===== src/rtl/page_walk_arbiter.sv =====
// One page table walk engine: round-robin grant, wait for completion or timeout, one response cycle.
// Grant registered one edge after the request is sampled; walks take 3 or more cycles; busy clients are skipped.
module pw_engine #(
   parameter int NUM_CLIENTS    = 2,
   parameter int TIMEOUT_CYCLES = 64,
   parameter int LW             = 6
) (
   input  logic                           clk,
   input  logic                           rst_n,
   input  logic [NUM_CLIENTS-1:0]         elig,
   input  logic [LW-1:0]                  vpn [NUM_CLIENTS],
   input  logic                           complete,
   output logic                           grant,
   output logic [$clog2(NUM_CLIENTS)-1:0] pick,
   output logic                           fin_ok,
   output logic                           fin_to,
   output logic                           resp,
   output logic [$clog2(NUM_CLIENTS)-1:0] owner,
   output logic                           rqst,
   output logic [LW-1:0]                  lookup
);
   localparam int CW = $clog2(NUM_CLIENTS);

   typedef enum logic [1:0] {IDLE, WAIT, RESP} state_t;

   state_t          state_q, state_d;
   logic [CW-1:0]   last_q;
   logic [CW-1:0]   cand;
   logic [7:0]      timer_q;
   logic            found;

   // Rotating search starting just after the previous winner.
   always_comb begin
      pick  = '0;
      cand  = '0;
      found = 1'b0;
      for (int j = 1; j <= NUM_CLIENTS; j++) begin
         cand = CW'((int'(last_q) + j) % NUM_CLIENTS);
         if (!found && elig[cand]) begin
            found = 1'b1;
            pick  = cand;
         end
      end
   end

   always_comb begin
      state_d = state_q;
      grant   = 1'b0;
      fin_ok  = 1'b0;
      fin_to  = 1'b0;
      resp    = 1'b0;
      case (state_q)
         IDLE: begin
            if (found) begin
               grant   = 1'b1;
               state_d = WAIT;
            end
         end
         WAIT: begin
            if (complete) begin
               fin_ok  = 1'b1;
               state_d = RESP;
            end else if (timer_q == 8'(TIMEOUT_CYCLES - 1)) begin
               fin_to  = 1'b1;
               state_d = RESP;
            end
         end
         RESP: begin
            resp    = 1'b1;
            state_d = IDLE;
         end
         default: state_d = IDLE;
      endcase
   end

   always_ff @(posedge clk or negedge rst_n) begin
      if (!rst_n) begin
         state_q <= IDLE;
         last_q  <= CW'(NUM_CLIENTS - 1);
         owner   <= '0;
         timer_q <= '0;
         rqst    <= 1'b0;
         lookup  <= '0;
      end else begin
         state_q <= state_d;
         rqst    <= grant;
         if (grant) begin
            owner   <= pick;
            last_q  <= pick;
            timer_q <= '0;
            lookup  <= vpn[pick];
         end else if (state_q == WAIT) begin
            timer_q <= timer_q + 8'd1;
         end
         if (fin_ok || fin_to) begin
            lookup <= '0;
         end
      end
   end
endmodule

// Shares the 8-byte and 32-byte page table ports among TLB clients with two concurrent walk engines.
// All outputs registered; a client holding its request after grant is not re-granted until its walk completes.
module page_walk_arbiter #(
   parameter int NUM_CLIENTS    = 2,
   parameter int TIMEOUT_CYCLES = 64
) (
   input  logic                      clk,
   input  logic                      rst_n,
   input  logic [NUM_CLIENTS-1:0]    CLI_RQST,
   input  logic [NUM_CLIENTS-1:0]    CLI_SIZE,
   input  logic [6*NUM_CLIENTS-1:0]  CLI_VPN,
   output logic [NUM_CLIENTS-1:0]    CLI_GRANT,
   output logic [NUM_CLIENTS-1:0]    CLI_DONE,
   output logic [NUM_CLIENTS-1:0]    CLI_ERR,
   output logic [12*NUM_CLIENTS-1:0] CLI_DATA,
   output logic                      PAGE_8B_RQST,
   output logic [5:0]                PAGE_8B_LOOKUP,
   input  logic [11:0]               PAGE_8B_RECV,
   input  logic                      PAGE_8B_COMPLETE,
   output logic                      PAGE_32B_RQST,
   output logic [3:0]                PAGE_32B_LOOKUP,
   input  logic [7:0]                PAGE_32B_RECV,
   input  logic                      PAGE_32B_COMPLETE
);
   localparam int CW = $clog2(NUM_CLIENTS);

   logic [5:0]             vpn8  [NUM_CLIENTS];
   logic [3:0]             vpn32 [NUM_CLIENTS];
   logic [11:0]            data_q [NUM_CLIENTS];
   logic [NUM_CLIENTS-1:0] busy_q, elig8, elig32, grant_q, done_q, err_q;

   logic          e8_grant, e8_ok, e8_to, e8_resp;
   logic          e32_grant, e32_ok, e32_to, e32_resp;
   logic [CW-1:0] e8_pick, e8_owner, e32_pick, e32_owner;

   for (genvar i = 0; i < NUM_CLIENTS; i++) begin : g_cli
      assign vpn8[i]  = CLI_VPN[6*i +: 6];
      assign vpn32[i] = CLI_VPN[6*i+2 +: 4];
      assign CLI_DATA[12*i +: 12] = data_q[i];
   end

   assign elig8     = CLI_RQST & ~CLI_SIZE & ~busy_q;
   assign elig32    = CLI_RQST &  CLI_SIZE & ~busy_q;
   assign CLI_GRANT = grant_q;
   assign CLI_DONE  = done_q;
   assign CLI_ERR   = err_q;

   pw_engine #(.NUM_CLIENTS(NUM_CLIENTS), .TIMEOUT_CYCLES(TIMEOUT_CYCLES), .LW(6)) u_e8 (
      .clk      (clk),
      .rst_n    (rst_n),
      .elig     (elig8),
      .vpn      (vpn8),
      .complete (PAGE_8B_COMPLETE),
      .grant    (e8_grant),
      .pick     (e8_pick),
      .fin_ok   (e8_ok),
      .fin_to   (e8_to),
      .resp     (e8_resp),
      .owner    (e8_owner),
      .rqst     (PAGE_8B_RQST),
      .lookup   (PAGE_8B_LOOKUP)
   );

   pw_engine #(.NUM_CLIENTS(NUM_CLIENTS), .TIMEOUT_CYCLES(TIMEOUT_CYCLES), .LW(4)) u_e32 (
      .clk      (clk),
      .rst_n    (rst_n),
      .elig     (elig32),
      .vpn      (vpn32),
      .complete (PAGE_32B_COMPLETE),
      .grant    (e32_grant),
      .pick     (e32_pick),
      .fin_ok   (e32_ok),
      .fin_to   (e32_to),
      .resp     (e32_resp),
      .owner    (e32_owner),
      .rqst     (PAGE_32B_RQST),
      .lookup   (PAGE_32B_LOOKUP)
   );

   // A client is busy in at most one engine, so the two engines never touch the same bits.
   always_ff @(posedge clk or negedge rst_n) begin
      if (!rst_n) begin
         grant_q <= '0;
         done_q  <= '0;
         err_q   <= '0;
         busy_q  <= '0;
         for (int i = 0; i < NUM_CLIENTS; i++) begin
            data_q[i] <= '0;
         end
      end else begin
         grant_q <= '0;
         done_q  <= '0;
         err_q   <= '0;
         if (e8_grant) begin
            grant_q[e8_pick] <= 1'b1;
            busy_q[e8_pick]  <= 1'b1;
         end
         if (e32_grant) begin
            grant_q[e32_pick] <= 1'b1;
            busy_q[e32_pick]  <= 1'b1;
         end
         if (e8_ok || e8_to) begin
            done_q[e8_owner] <= 1'b1;
            err_q[e8_owner]  <= e8_to;
            data_q[e8_owner] <= e8_ok ? PAGE_8B_RECV : 12'h000;
         end
         if (e32_ok || e32_to) begin
            done_q[e32_owner] <= 1'b1;
            err_q[e32_owner]  <= e32_to;
            data_q[e32_owner] <= e32_ok ? {4'h0, PAGE_32B_RECV} : 12'h000;
         end
         if (e8_resp) begin
            busy_q[e8_owner] <= 1'b0;
         end
         if (e32_resp) begin
            busy_q[e32_owner] <= 1'b0;
         end
      end
   end
endmodule


===== config.mk =====
export PLATFORM = sky130hd
export DESIGN_NAME = page_walk_arbiter
export DESIGN_NICKNAME = d
export VERILOG_FILES = /design/src/rtl/page_walk_arbiter.sv
export SDC_FILE = /design/constraint.sdc
export NUM_CORES = 1
export LEC_CHECK = 0
export CORE_UTILIZATION = 50
export CTS_BUF_LIST = sky130_fd_sc_hd__clkbuf_16
export DETAILED_ROUTE_END_ITERATION = 10
export PLACE_DENSITY = 0.92
export SETUP_SLACK_MARGIN = 0.02
export SLEW_MARGIN = 10
export SYNTH_ARGS = -nofsm -noshare
export SYNTH_HDL_FRONTEND = slang
export SYNTH_SLANG_ARGS = --single-unit

===== constraint.sdc =====
create_clock -name clk -period 2.5 [get_ports clk]
set_input_delay 0.75 -clock clk [delete_from_list [all_inputs] [get_ports clk]]
set_output_delay 0.75 -clock clk [all_outputs]
set_load 0.01 [all_outputs]

==> flow_summary.yaml <==
finish:
  final_nets: 464
  num_antenna_cells: 0
  post-route-util: 0.7177
  stdcell_count: 504
  syn_to_final_growth_pct: 37.00
  drive_gt1_frac: 0.1007
  seq_area_mm2: 0.001704
  multi_input_comb_area_mm2: 0.001548
  fillers: 477
routing:
  ant_nets: 0
  post_drt_wl_per_cell_um: 18.24
  first_pass_iters: 8
  drt_wl_total_mm: 9.192
  drcViolationCount: 16
  vias: 3132
  drtIter0Drc: 221
  viasPerCell: 6.214
clock_network:
  post_cts_buffers: 0
  clock_path_buffers: 2
  postCtsHoldBufs: 0
  cts.sink_count: 68
  clk_pin_slew_ns: 0.05
  numCtsBuffers: 9
  clock_latency_ns: 0.34
  root_buffer: "clkbuf_16"
  htreeDepth: 3
  ctsResizeCount: 0
  cts_tree: "yes"
timing:
  drv_slew: 0
  setup_viol: 0
  slew_headroom: 0.5965
  hold_slack_ns: 0.4155
  hold_viol: 0
  min_period_ns: 2.116
  tns_ns: 0
  fmaxAchievable_mhz: 472.5
  rsz0062_at_grt: "false"
  fin_skew_ns: 0.007017
  finalCritPeriodShare: 0.8465
  tightest_slew_ns: 0.6027
yosys:
  postSynthAreaPerCell_um2: 9.954
  yosys.area.top_type: "dfrtp_1"
  ys.warnings.count: 0
  synthXorXnorAreaFrac: 0.01302
  muxShareOfSynthArea: 0.04537
  synth_top_cell_area_share: 0.4909
  synth_top_family_by_area: "compound AO/OA/AOI/OAI gates"
  synth_nets: 380
  synthCells: 338
  yosys.area_share.simple: 0.1837
  synth-compound-area-share: 0.2079
  ys.flop_type: "dfrtp_1"
  synth.most_common_cell: "dfrtp_1"
  synth_common_cells: "dfrtp_1, o21ai_0, a21oi_1, nand2_1, nor2_1"
  synth-edff-count: 0
  synth_seq_cells: 68
  ys_types: 50
  ys_top_cells_by_area: "dfrtp_1, o21ai_0, a21oi_1"
  synthArstFlopShare: 1.000
  synth_area_mm2: 0.003364
  synthAdderAreaFrac: 0.007438
  ys_seq_area_frac: 0.5065
place:
  port_buffers: 81
  gp_congestion: 0.8207
  dp_hpwl_mm: 6.472
  numPlacedInstances: 488
critical_path:
  cp_slowest_cell: "clkdlybuf4s50_1"
  arrival_ns: 2.35
  setup.worst_path.class: "primary input to register"
  cp-end-kind: "register"
  slowest_delay_ns: 0.50
  worst-endpoint-required_ns: 2.74
  critPathBufInv: 1
  critical-path-top-delay-family: "compound AO/OA/AOI/OAI gates"
  cp_cell_sequence: "clkdlybuf4s50_1 -> or3b_4 -> a21oi_4 -> a221oi_1 -> a311oi_1"
  cp_max_fo: 8
  critPathLaunchType: "primary input"
grt:
  antenna_found_initial: 0
  globalRoute.totalOverflow: 0
  grt_pass1_vias: 3176
  grt_start_max_net_pins: 26
  grtUsageTotal: 0.2749
  grt_pass1_wl_mm: 14.98
min_path:
  hp-class: "primary input to async pin"
run:
  drv_cap: 0
floorplanning:
  fp.dieH_um: 84.03
  num_rows: 29
  io_pins: 82
  start_util: 0.5239
  die-width_um: 84.03
  die-area_mm2: 0.007061
  coreArea_mm2: 0.006422
power_and_ir_drop:
  p_total_mw: 5.149
  ir_worst_vdd_mv: 0.6271
  leakage_nw: 1.935
  powerDensity_mw_per_mm2: 1117
outcome:
  violations: "design-rule violations"
  status: "finished with violations"
## area by class of cell
cell class,count,area share
multi-input combinational,243,0.3358
clock buffer,9,0.04886
tap,77,0.02090
sequential,68,0.3697
inverter,5,0.004072
clock inverter,7,0.01493
timing repair buffer,95,0.2058
## worst register-to-register path, cell delays in order (launching register included)
cell and delay [ns]:
dfrtp_1 0.41, ha_1 0.25, nor3b_1 0.41, a21oi_2 0.16
buf_12 0.18, a211oi_1 0.31, o21ai_0 0.13
## worst paths after layout
path	startpoint	to	slack (ns)	cells after the start
worst max-delay path	CLI_RQST[1]	busy_q[1]$_DFF_PN0_	0.38	5
worst min-delay path	rst_n	CLI_DATA[22]$_DFF_PN0_	0.42	1
worst max register to register	u_e8.timer_q[0]$_DFFE_PN0P_	CLI_DATA[5]$_DFF_PN0_	0.53	6
worst min register to register	u_e32.timer_q[7]$_DFFE_PN0P_	u_e32.timer_q[7]$_DFFE_PN0P_	0.50	1
max in group asynchronous	rst_n	u_e32.last_q$_DFFE_PN1N_	1.48	2
min in group clk	u_e32.timer_q[7]$_DFFE_PN0P_	u_e32.timer_q[7]$_DFFE_PN0P_	0.50	1
## placed cells by master, fill, tap and decap left out, types with 11 or more instances in the layout
cell type	netlist	final
mux2i_1	13	13
nor2_1	18	18
nand2_1	22	22
nand4_1	13	13
dfrtp_1	66	66
clkdlybuf4s50_1	0	80
a21oi_1	26	25
nand3_1	13	13
buf_4	0	11
o21ai_0	32	32
## cell families (layout without fill, tap and decap cells)
kind of cell	after synthesis	count (layout)
compound gates	110	110
xor+xnor	5	5
fa+ha+maj	2	2
buf+inv	27	116
flops	68	68
mux	15	15
simple gates	111	111
## registers in the layout, summed over array words and instances, names as in the netlist
| signal | count |
|---|---|
| u_e8.lookup | 6 |
| u_e32.timer_q | 8 |
| u_e8.timer_q | 8 |
| u_e32.rqst | 1 |
| CLI_DONE | 2 |
| CLI_GRANT | 2 |
| u_e8.rqst | 1 |
| u_e32.last_q | 1 |
| u_e32.state_q | 2 |
| CLI_DATA | 24 |
| u_e8.owner | 1 |
| u_e8.last_q | 1 |
| u_e32.owner | 1 |
| busy_q | 2 |
| CLI_ERR | 2 |
| u_e8.state_q | 2 |
| u_e32.lookup | 4 |
## through the flow
stage,instance area [µm²],setup WS (ns)
global placement,4315,0.1256
CTS,4609,0.3802
floorplan,3364,0.6681
finish,4609,0.3837
detailed placement,4315,0.05495
global route,4609,0.3288
## layer usage
| layer | up-vias | GRT usage | wire length (µm) |
|---|---|---|---|
| met3 | 23 | 0.04451 | 680 |
| met4 | 0 | 0.1520 | 252 |
| met1 | 1537 | 0.3392 | 3637 |
| met5 | - | 0 | 0 |
| met2 | 154 | 0.4605 | 4621 |
| li1 | 1418 | - | - |
## power breakdown
part | switching [mW] | total [mW] | internal [mW]
Clock | 0.472 | 1.24 | 0.765
Combinational | 1.01 | 2.04 | 1.03
Sequential | 0.360 | 1.87 | 1.51
(Power assumes the default switching activity.)
